--- config.mk ---
export PLATFORM = sky130hd
export DESIGN_NAME = dpram_arbiter
export DESIGN_NICKNAME = d
export VERILOG_FILES = /design/src/rtl/dpram_arbiter.sv
export SDC_FILE = /design/constraint.sdc
export NUM_CORES = 1
export LEC_CHECK = 0
export ABC_AREA = 1
export BUFFER_PORTS_ARGS = -buffer_cell sky130_fd_sc_hd__buf_2
export CELL_PAD_IN_SITES_DETAIL_PLACEMENT = 1
export CELL_PAD_IN_SITES_GLOBAL_PLACEMENT = 1
export CORE_AREA = 2 2 612 614
export CTS_BUF_LIST = sky130_fd_sc_hd__clkbuf_4 sky130_fd_sc_hd__clkbuf_8
export CTS_CLUSTER_DIAMETER = 30
export DETAILED_ROUTE_END_ITERATION = 10
export DIE_AREA = 0 0 614 616
export GPL_ROUTABILITY_DRIVEN = 1
export PLACE_DENSITY = 0.37
export SYNTH_ARGS = -nofsm -noshare
export SYNTH_HDL_FRONTEND = slang
export SYNTH_SLANG_ARGS = --single-unit
--- constraint.sdc ---
create_clock -name clk -period 11.5 [get_ports clk]
set_input_delay 2.875 -clock clk [delete_from_list [all_inputs] [get_ports clk]]
set_output_delay 2.875 -clock clk [all_outputs]
set_load 0.01 [all_outputs]
--- src/rtl/dpram_arbiter.sv ---
// Dual-port RAM arbiter: round-robin picks up to two non-conflicting requesters per cycle, one per RAM port.
// Grants are combinational; reads return rvalid/rdata one cycle after grant; ungranted requesters hold their request.
module dpram_arbiter #(
  parameter int NREQ = 4,
  parameter int AW   = 3,
  parameter int DW   = 128
) (
  input  logic                 clk,
  input  logic                 rst_n,
  input  logic [NREQ-1:0]      req,
  input  logic [NREQ-1:0]      req_we,
  input  logic [NREQ*AW-1:0]   req_addr,
  input  logic [NREQ*DW-1:0]   req_wdata,
  output logic [NREQ-1:0]      gnt,
  output logic [NREQ-1:0]      rvalid,
  output logic [NREQ*DW-1:0]   rdata,
  output logic                 wr_en_a,
  output logic                 wr_en_b,
  output logic [AW-1:0]        addr_a,
  output logic [AW-1:0]        addr_b,
  output logic [DW-1:0]        data_in_a,
  output logic [DW-1:0]        data_in_b,
  input  logic [DW-1:0]        data_out_a,
  input  logic [DW-1:0]        data_out_b
);

  localparam int PW = (NREQ > 1) ? $clog2(NREQ) : 1;

  logic [AW-1:0]  addr_arr  [NREQ];
  logic [DW-1:0]  wdata_arr [NREQ];
  logic [DW-1:0]  rdata_arr [NREQ];

  logic [PW-1:0]  ptr_q, ptr_d;
  logic [PW-1:0]  a_idx, b_idx, j;
  logic           a_vld, b_vld;

  logic           rd_vld_a_q, rd_vld_a_d;
  logic           rd_vld_b_q, rd_vld_b_d;
  logic [PW-1:0]  rd_idx_a_q, rd_idx_a_d;
  logic [PW-1:0]  rd_idx_b_q, rd_idx_b_d;

  for (genvar g = 0; g < NREQ; g++) begin : g_slice
    assign addr_arr[g]           = req_addr[g*AW +: AW];
    assign wdata_arr[g]          = req_wdata[g*DW +: DW];
    assign rdata[g*DW +: DW]     = rdata_arr[g];
  end

  function automatic logic [PW-1:0] scan_idx(input logic [PW-1:0] p, input int k);
    int s;
    s = int'(p) + k;
    if (s >= NREQ) s = s - NREQ;
    return PW'(s);
  endfunction

  // Port A takes the first requester from ptr; port B the next one that does not clash with A.
  always_comb begin
    a_vld = 1'b0;
    b_vld = 1'b0;
    a_idx = '0;
    b_idx = '0;
    j     = '0;
    if (rst_n) begin
      for (int k = 0; k < NREQ; k++) begin
        j = scan_idx(ptr_q, k);
        if (req[j]) begin
          if (!a_vld) begin
            a_vld = 1'b1;
            a_idx = j;
          end else if (!b_vld &&
                       !((addr_arr[j] == addr_arr[a_idx]) && (req_we[j] || req_we[a_idx]))) begin
            b_vld = 1'b1;
            b_idx = j;
          end
        end
      end
    end
  end

  always_comb begin
    gnt = '0;
    if (a_vld) gnt[a_idx] = 1'b1;
    if (b_vld) gnt[b_idx] = 1'b1;

    wr_en_a   = a_vld & req_we[a_idx];
    addr_a    = a_vld ? addr_arr[a_idx]  : '0;
    data_in_a = a_vld ? wdata_arr[a_idx] : '0;
    wr_en_b   = b_vld & req_we[b_idx];
    addr_b    = b_vld ? addr_arr[b_idx]  : '0;
    data_in_b = b_vld ? wdata_arr[b_idx] : '0;

    ptr_d = ptr_q;
    if (b_vld)      ptr_d = scan_idx(b_idx, 1);
    else if (a_vld) ptr_d = scan_idx(a_idx, 1);

    rd_vld_a_d = a_vld & ~req_we[a_idx];
    rd_idx_a_d = a_idx;
    rd_vld_b_d = b_vld & ~req_we[b_idx];
    rd_idx_b_d = b_idx;
  end

  always_comb begin
    rvalid = '0;
    for (int g = 0; g < NREQ; g++) rdata_arr[g] = '0;
    if (rd_vld_a_q) begin
      rvalid[rd_idx_a_q]    = 1'b1;
      rdata_arr[rd_idx_a_q] = data_out_a;
    end
    if (rd_vld_b_q) begin
      rvalid[rd_idx_b_q]    = 1'b1;
      rdata_arr[rd_idx_b_q] = data_out_b;
    end
  end

  always_ff @(posedge clk or negedge rst_n) begin
    if (!rst_n) begin
      ptr_q      <= '0;
      rd_vld_a_q <= 1'b0;
      rd_vld_b_q <= 1'b0;
      rd_idx_a_q <= '0;
      rd_idx_b_q <= '0;
    end else begin
      ptr_q      <= ptr_d;
      rd_vld_a_q <= rd_vld_a_d;
      rd_vld_b_q <= rd_vld_b_d;
      rd_idx_a_q <= rd_idx_a_d;
      rd_idx_b_q <= rd_idx_b_d;
    end
  end

endmodule
**Word level (Yosys, flattened, before mapping)**

Index checks and enable logic that the tools add are counted.

- Bits in latches: 0
- ROM bits: 0
- Logic and storage cells: 224
- Memories: 0
- Output and inout bits: 784
- Flip-flop bits (word level): 8
- Bits of input ports: 790
- Bits in writable memories: 0

- Reduce and logical (&&, ||, !) cells: 22
- Order comparisons: 33
- Equality and inequality tests: 3
- Multipliers: 0
- Add/sub/neg operators: 11
- Divide/modulo/power cells: 0
- Shifts and indexed selects: 0
- Bitwise logic cells: 19
- Mux-type cells: 131

Operators with widths:

| cell | number |
|---|---|
| $mux 128 | 8 |
| $mux 512 | 2 |
| $and 512x512->512 | 1 |
| $bmux 128 s2 | 2 |
| $bwmux 512 | 1 |
| $demux 128 s2 | 2 |
| $mux 2 | 33 |
| $mux 3 | 18 |
| $bmux 3 s2 | 8 |
| $ge 3x3->1 const B | 15 |
| $mux 1 | 37 |
| $lt 2x3->1 const B | 11 |
| $not 2->3 | 10 |
| $bmux 1 s2 | 12 |
| $mux 4 | 4 |
| $logic_and 1x1->1 | 12 |
| $sub 2x1->2 const B | 6 |
| $add 2x1->3 const B | 3 |
| $eq 3x3->1 | 3 |
| $demux 1 s2 | 4 |
| $ge 2x1->1 const B | 4 |
| $or 4x4->4 | 2 |
| $add 2x2->3 const B | 2 |
| $logic_not 1->1 | 6 |
| 6 further kinds | 13 |

**Depth between registers and ports, before layout**

- Word-level depth: 37
- Depth in mapped cells: 30
- Depth with buffers taken out: 26

**Least setup slack after synthesis**

No wires, ideal clock.

- Path type: input to output
- Start: input port req[3]
- End: output port data_in_b[127]
- Slack: 2,929 ps
- Data required time: 8,625 ps
- Buffers on the path: 4
- Arrival time: 5,696 ps
- Cell stages on the path: 24
- Cells stage by stage: inv_1 nand2_1 nand3_2 nand2_2 ha_1 clkbuf_1 clkbuf_1 nand2_1 o211ai_1 o21ai_0 xor2_1 inv_1 nand4_1 nand2_1 nand2_1 nand2_2 nand3_1 nand2_2 nand3_4 buf_2 buf_2 o21ai_0 nor2_1 nor2_1

- Cells in the longest elaborated chain, start to end: 33
- Elaborated cells between the ends (all ways): 84
- Classes of those cells: eq/ne: 3; mux: 63; bitwise: 4; reduce/logical: 14

Ends and longest elaborated chain:

| element | line | source |
|---|---|---|
| start, declared | 10 | `input logic [NREQ-1:0] req,` |
| $bmux 1 s2 | 65 | `if (req[j]) begin` |
| $mux 1 (not written as such) | 65 |  |
| $mux 2 | 65 |  |
| $mux 2 | 62 | `if (rst_n) begin` |
| $not 2->3 (not written as such) | 70 | `!((addr_arr[j] == addr_arr[a_idx]) && (req_we[j] \|\| req_we[a_idx]))) begin` |
| $bmux 3 s2 | 70 |  |
| $mux 3 (not written as such) (2 in a row) | 70 |  |
| $eq 3x3->1 | 70 |  |
| (+15 left out) | n/a |  |
| $mux 2 | 69 | `end else if (!b_vld &&` |
| $mux 2 | 66 | `if (!a_vld) begin` |
| $mux 2 | 65 |  |
| $mux 2 | 62 |  |
| $not 2->3 (not written as such) | 89 | `data_in_b = b_vld ? wdata_arr[b_idx] : '0;` |
| $bmux 128 s2 | 89 |  |
| $mux 128 (not written as such) (2 in a row) | 89 |  |
| $mux 128 (*) | 89 |  |
| end, declared | 22 | `output logic [DW-1:0] data_in_b,` |

Mark *: on every way between the ends. The rest lies on a longest branch, timed or not. The select of a mux whose other input is x is not followed.

**Final worst setup path**

- Start: input port req[3]
- End: output port data_in_b[44]

The elaborated chain is that of the path after synthesis.

==> metrics.md <==
| Metric | Value |
|---|---|
| Outcome | complete, no violations |
| Slowest-stage cell, CP | inv_8 |
| Post-synthesis instance total | 3895 |
| Critical path's most frequent cell | nand2_1 |
| Antenna Nets Post-Route | 0 |
| Worst Max-Slew Pin Slew | 1160 ps |
| Total leakage power | 16.0 nW |
| Final Routed Wirelength | 306000 um |
| Crit path launch type | input pin |
| Number of synthesized register bits | 8 |
| Slew Viols, Final | 0 |
| TNS Setup | 0 ps |
| Period utilization | 91.0% |
| Post-synth net total | 4686 |
| Clock Pin Slew Worst Setup and Hold Paths | 40 ps |
| Synth Cell Area | 0.0180 mm2 |
| Hold slack final | 908 ps |
| Critical Path AT | 7590 ps |
| Via Count | 34400 |
| Hold Startpoint | ptr_q[1] |
| Syn avg cell area | 4.62 um2 |
| Site row count | 224 |
| Max transition margin | 23.0% |
| Drt first pass iters | 5 |
| Post-synth EDFFs | 0 |
| Die Y | 616 um |
| Yosys warns | 0 |
| Endpoints failing setup | 0 |
| First DRT Iteration DRCs | 2518 |
| CTS tree | done |
| H-tree levels | 1 |
| Ys async rst share | 100% |
| Crit-path max FO | 72 |
| Sequential area share after synthesis | 1.11% |
| Starting Density | 4.85% |
| Largest net degree at the start of global routing | 167 |
| Crit. Startpoint | req[3] |
| Die area | 0.378 mm2 |
| Core box area | 0.371 mm2 |
| Max Clock Skew | 2.68 ps |
| Top_reg_cell synth | dfrtp_1 |
| HPWL after DPL | 263000 um |
| Pwr Density | 298 mW/mm2 |
| Clock tree buffer depth | 2 |
| First-pass GRT wire length | 381000 um |
| Area growth, synth to finish | 77.4% |
| Via/cell ratio | 3.33 |
| Chip Width | 614 um |
| Final Wtd Congestion | 0.885 |
| Nets@finish | 5989 |
| CP endpoint kind | output pin |
| Hold-fix buffers, CTS | 0 |
| Post-CTS setup buffer count | 0 |
| FMAX | 95.5 MHz |
| GRT overflow | 0 |
| Top Ports | 1574 |
| Initial antenna violation count | 286 |
| Unrepaired setup endpoints after global routing | false |
| # resized after CTS | 0 |
| Synth unique cells | 35 |
| Final Hold Fails | 0 |
| Clock sink total | 8 |
| Reg-to-Reg Start | ptr_q[0] |
| WP data required | 8630 ps |
| Clk root buf | clkbuf_8 |
| CP max stage delay | 570 ps |
| Worst skew pair latency | 230 ps |
| Max Cap Viol | 0 |
| Setup CP Type | input pin to output pin |
| Min-delay worst type | flop to flop |
| Avg WL per Cell | 29.7 um |
| IO buf count | 1573 |
| Vias in the first global route | 32900 |
| Num CTS Buffers | 3 |
| Global Route Usage Sum | 15.4% |
| Layout cells sized above 1 | 32.7% |
| # DRC | 0 |
| Peak VDD IR | 0.283 mV |
| Final Critical Period | 10470 ps |
-- final timing paths --
path	end	depth (start not counted)	slack, ps
hold reg to reg	ptr_q[1]	4	910
max in group asynchronous	ptr_q[0]	1	8560
setup / recovery	data_in_b[44]	29	1030
min in group asynchronous	rd_idx_a_q[1]	1	2610
setup reg to reg	rd_vld_b_q	23	6880
hold / removal	ptr_q[1]	4	910
-- area by class of cell --
cell class | count | area [um2]
inverter | 662 | 2530
clock buffer | 3 | 41.3
antenna | 150 | 375
fill | 46300 | 339000
timing repair buffer | 1644 | 8710
multi-input combinational | 2879 | 13800
sequential | 8 | 200
tap | 4972 | 6220
-- worst max-delay path: cells and delay by family --
| family | cells | cell delay (ps) |
|---|---|---|
| simple gates | 22 | 2710 |
| buf+inv | 6 | 1390 |
| fa+ha+maj | 1 | 530 |
-- through the flow --
stage	power, W	cells	util (%)	area [um2]	setup slack [ps]
after floorplan	0.00489	3895	-	18000	2930
after global routing	0.0103	10300	8.58	31900	491
after global placement	0.00977	10200	8.48	31500	1040
after detailed placement	0.00973	10200	8.48	31500	1000
after CTS	0.00979	10200	8.49	31500	1010
final	0.00950	10300	8.60	31900	1030
-- layer usage --
| layer | track usage, % | vias up | wire [um] |
|---|---|---|---|
| li1 | - | 15500 | - |
| met1 | 15.6 | 16600 | 107000 |
| met2 | 29.8 | 1611 | 165000 |
| met3 | 3.86 | 559 | 20600 |
| met4 | 5.59 | 92 | 13000 |
| met5 | 0 | - | 623 |
-- Yosys cell counts (all sizes together) (3+ instances only) --
master,count,area (um2)
nand3b,55,413
o211ai,4,35.0
nor2,322,1220
o221ai,35,307
a211oi,97,728
nand4,8,56.3
clkbuf,211,792
o21ai,528,2640
nand2,1025,3930
buf,135,763
o22ai,267,1670
a21oi,8,43.8
inv,662,2490
xor2,3,26.3
dfrtp,8,200
nand3,522,2640
-- flip-flops by register name, summed over array words and instances, names as in the netlist --
register / flops
rd_vld_b_q: 1
rd_vld_a_q: 1
rd_idx_b_q: 2
ptr_q: 2
rd_idx_a_q: 2
-- power breakdown --
part / switching (W) / leakage, nW / total, W / internal [W]
sequential: 0.0000233 / 0.101 / 0.0000633 / 0.0000400
clock: 0.0000113 / 0.0225 / 0.0000340 / 0.0000227
combinational: 0.00691 / 15.9 / 0.00940 / 0.00249
-- kinds of logic (layout without fill, tap and decap cells) --
family,after synthesis,after routing,share of synthesized area (%)
buffers and inverters,1008,2309,22.5
other,0,150,0
adders and majority gates,1,1,0.0695
DFF,8,8,1.11
and+or+nand+nor,1933,1933,45.9
AOI/OAI and AO/OA,942,942,30.3
xor gates and xnor gates,3,3,0.146
-- layout by cell type (no fill, tap or decap), types with 3 or more instances in the layout --
cell type,instances
diode_2,150
o211ai_1,3
nor2_4,5
nand2_1,1001
o21ai_0,522
inv_6,7
nand3_2,3
o22ai_1,267
nand2_4,8
nand3b_1,55
inv_2,3
o221ai_1,35
nand2_2,14
dfrtp_1,8
inv_1,650
buf_2,1573
buf_12,24
clkbuf_8,3
nor2_1,315
nand4_1,7
nand3_1,517
a21oi_1,7
a211oi_1,97
xor2_1,3
o21ai_1,6
buf_4,47
No activity file was read; power rests on OpenSTA's default activity.
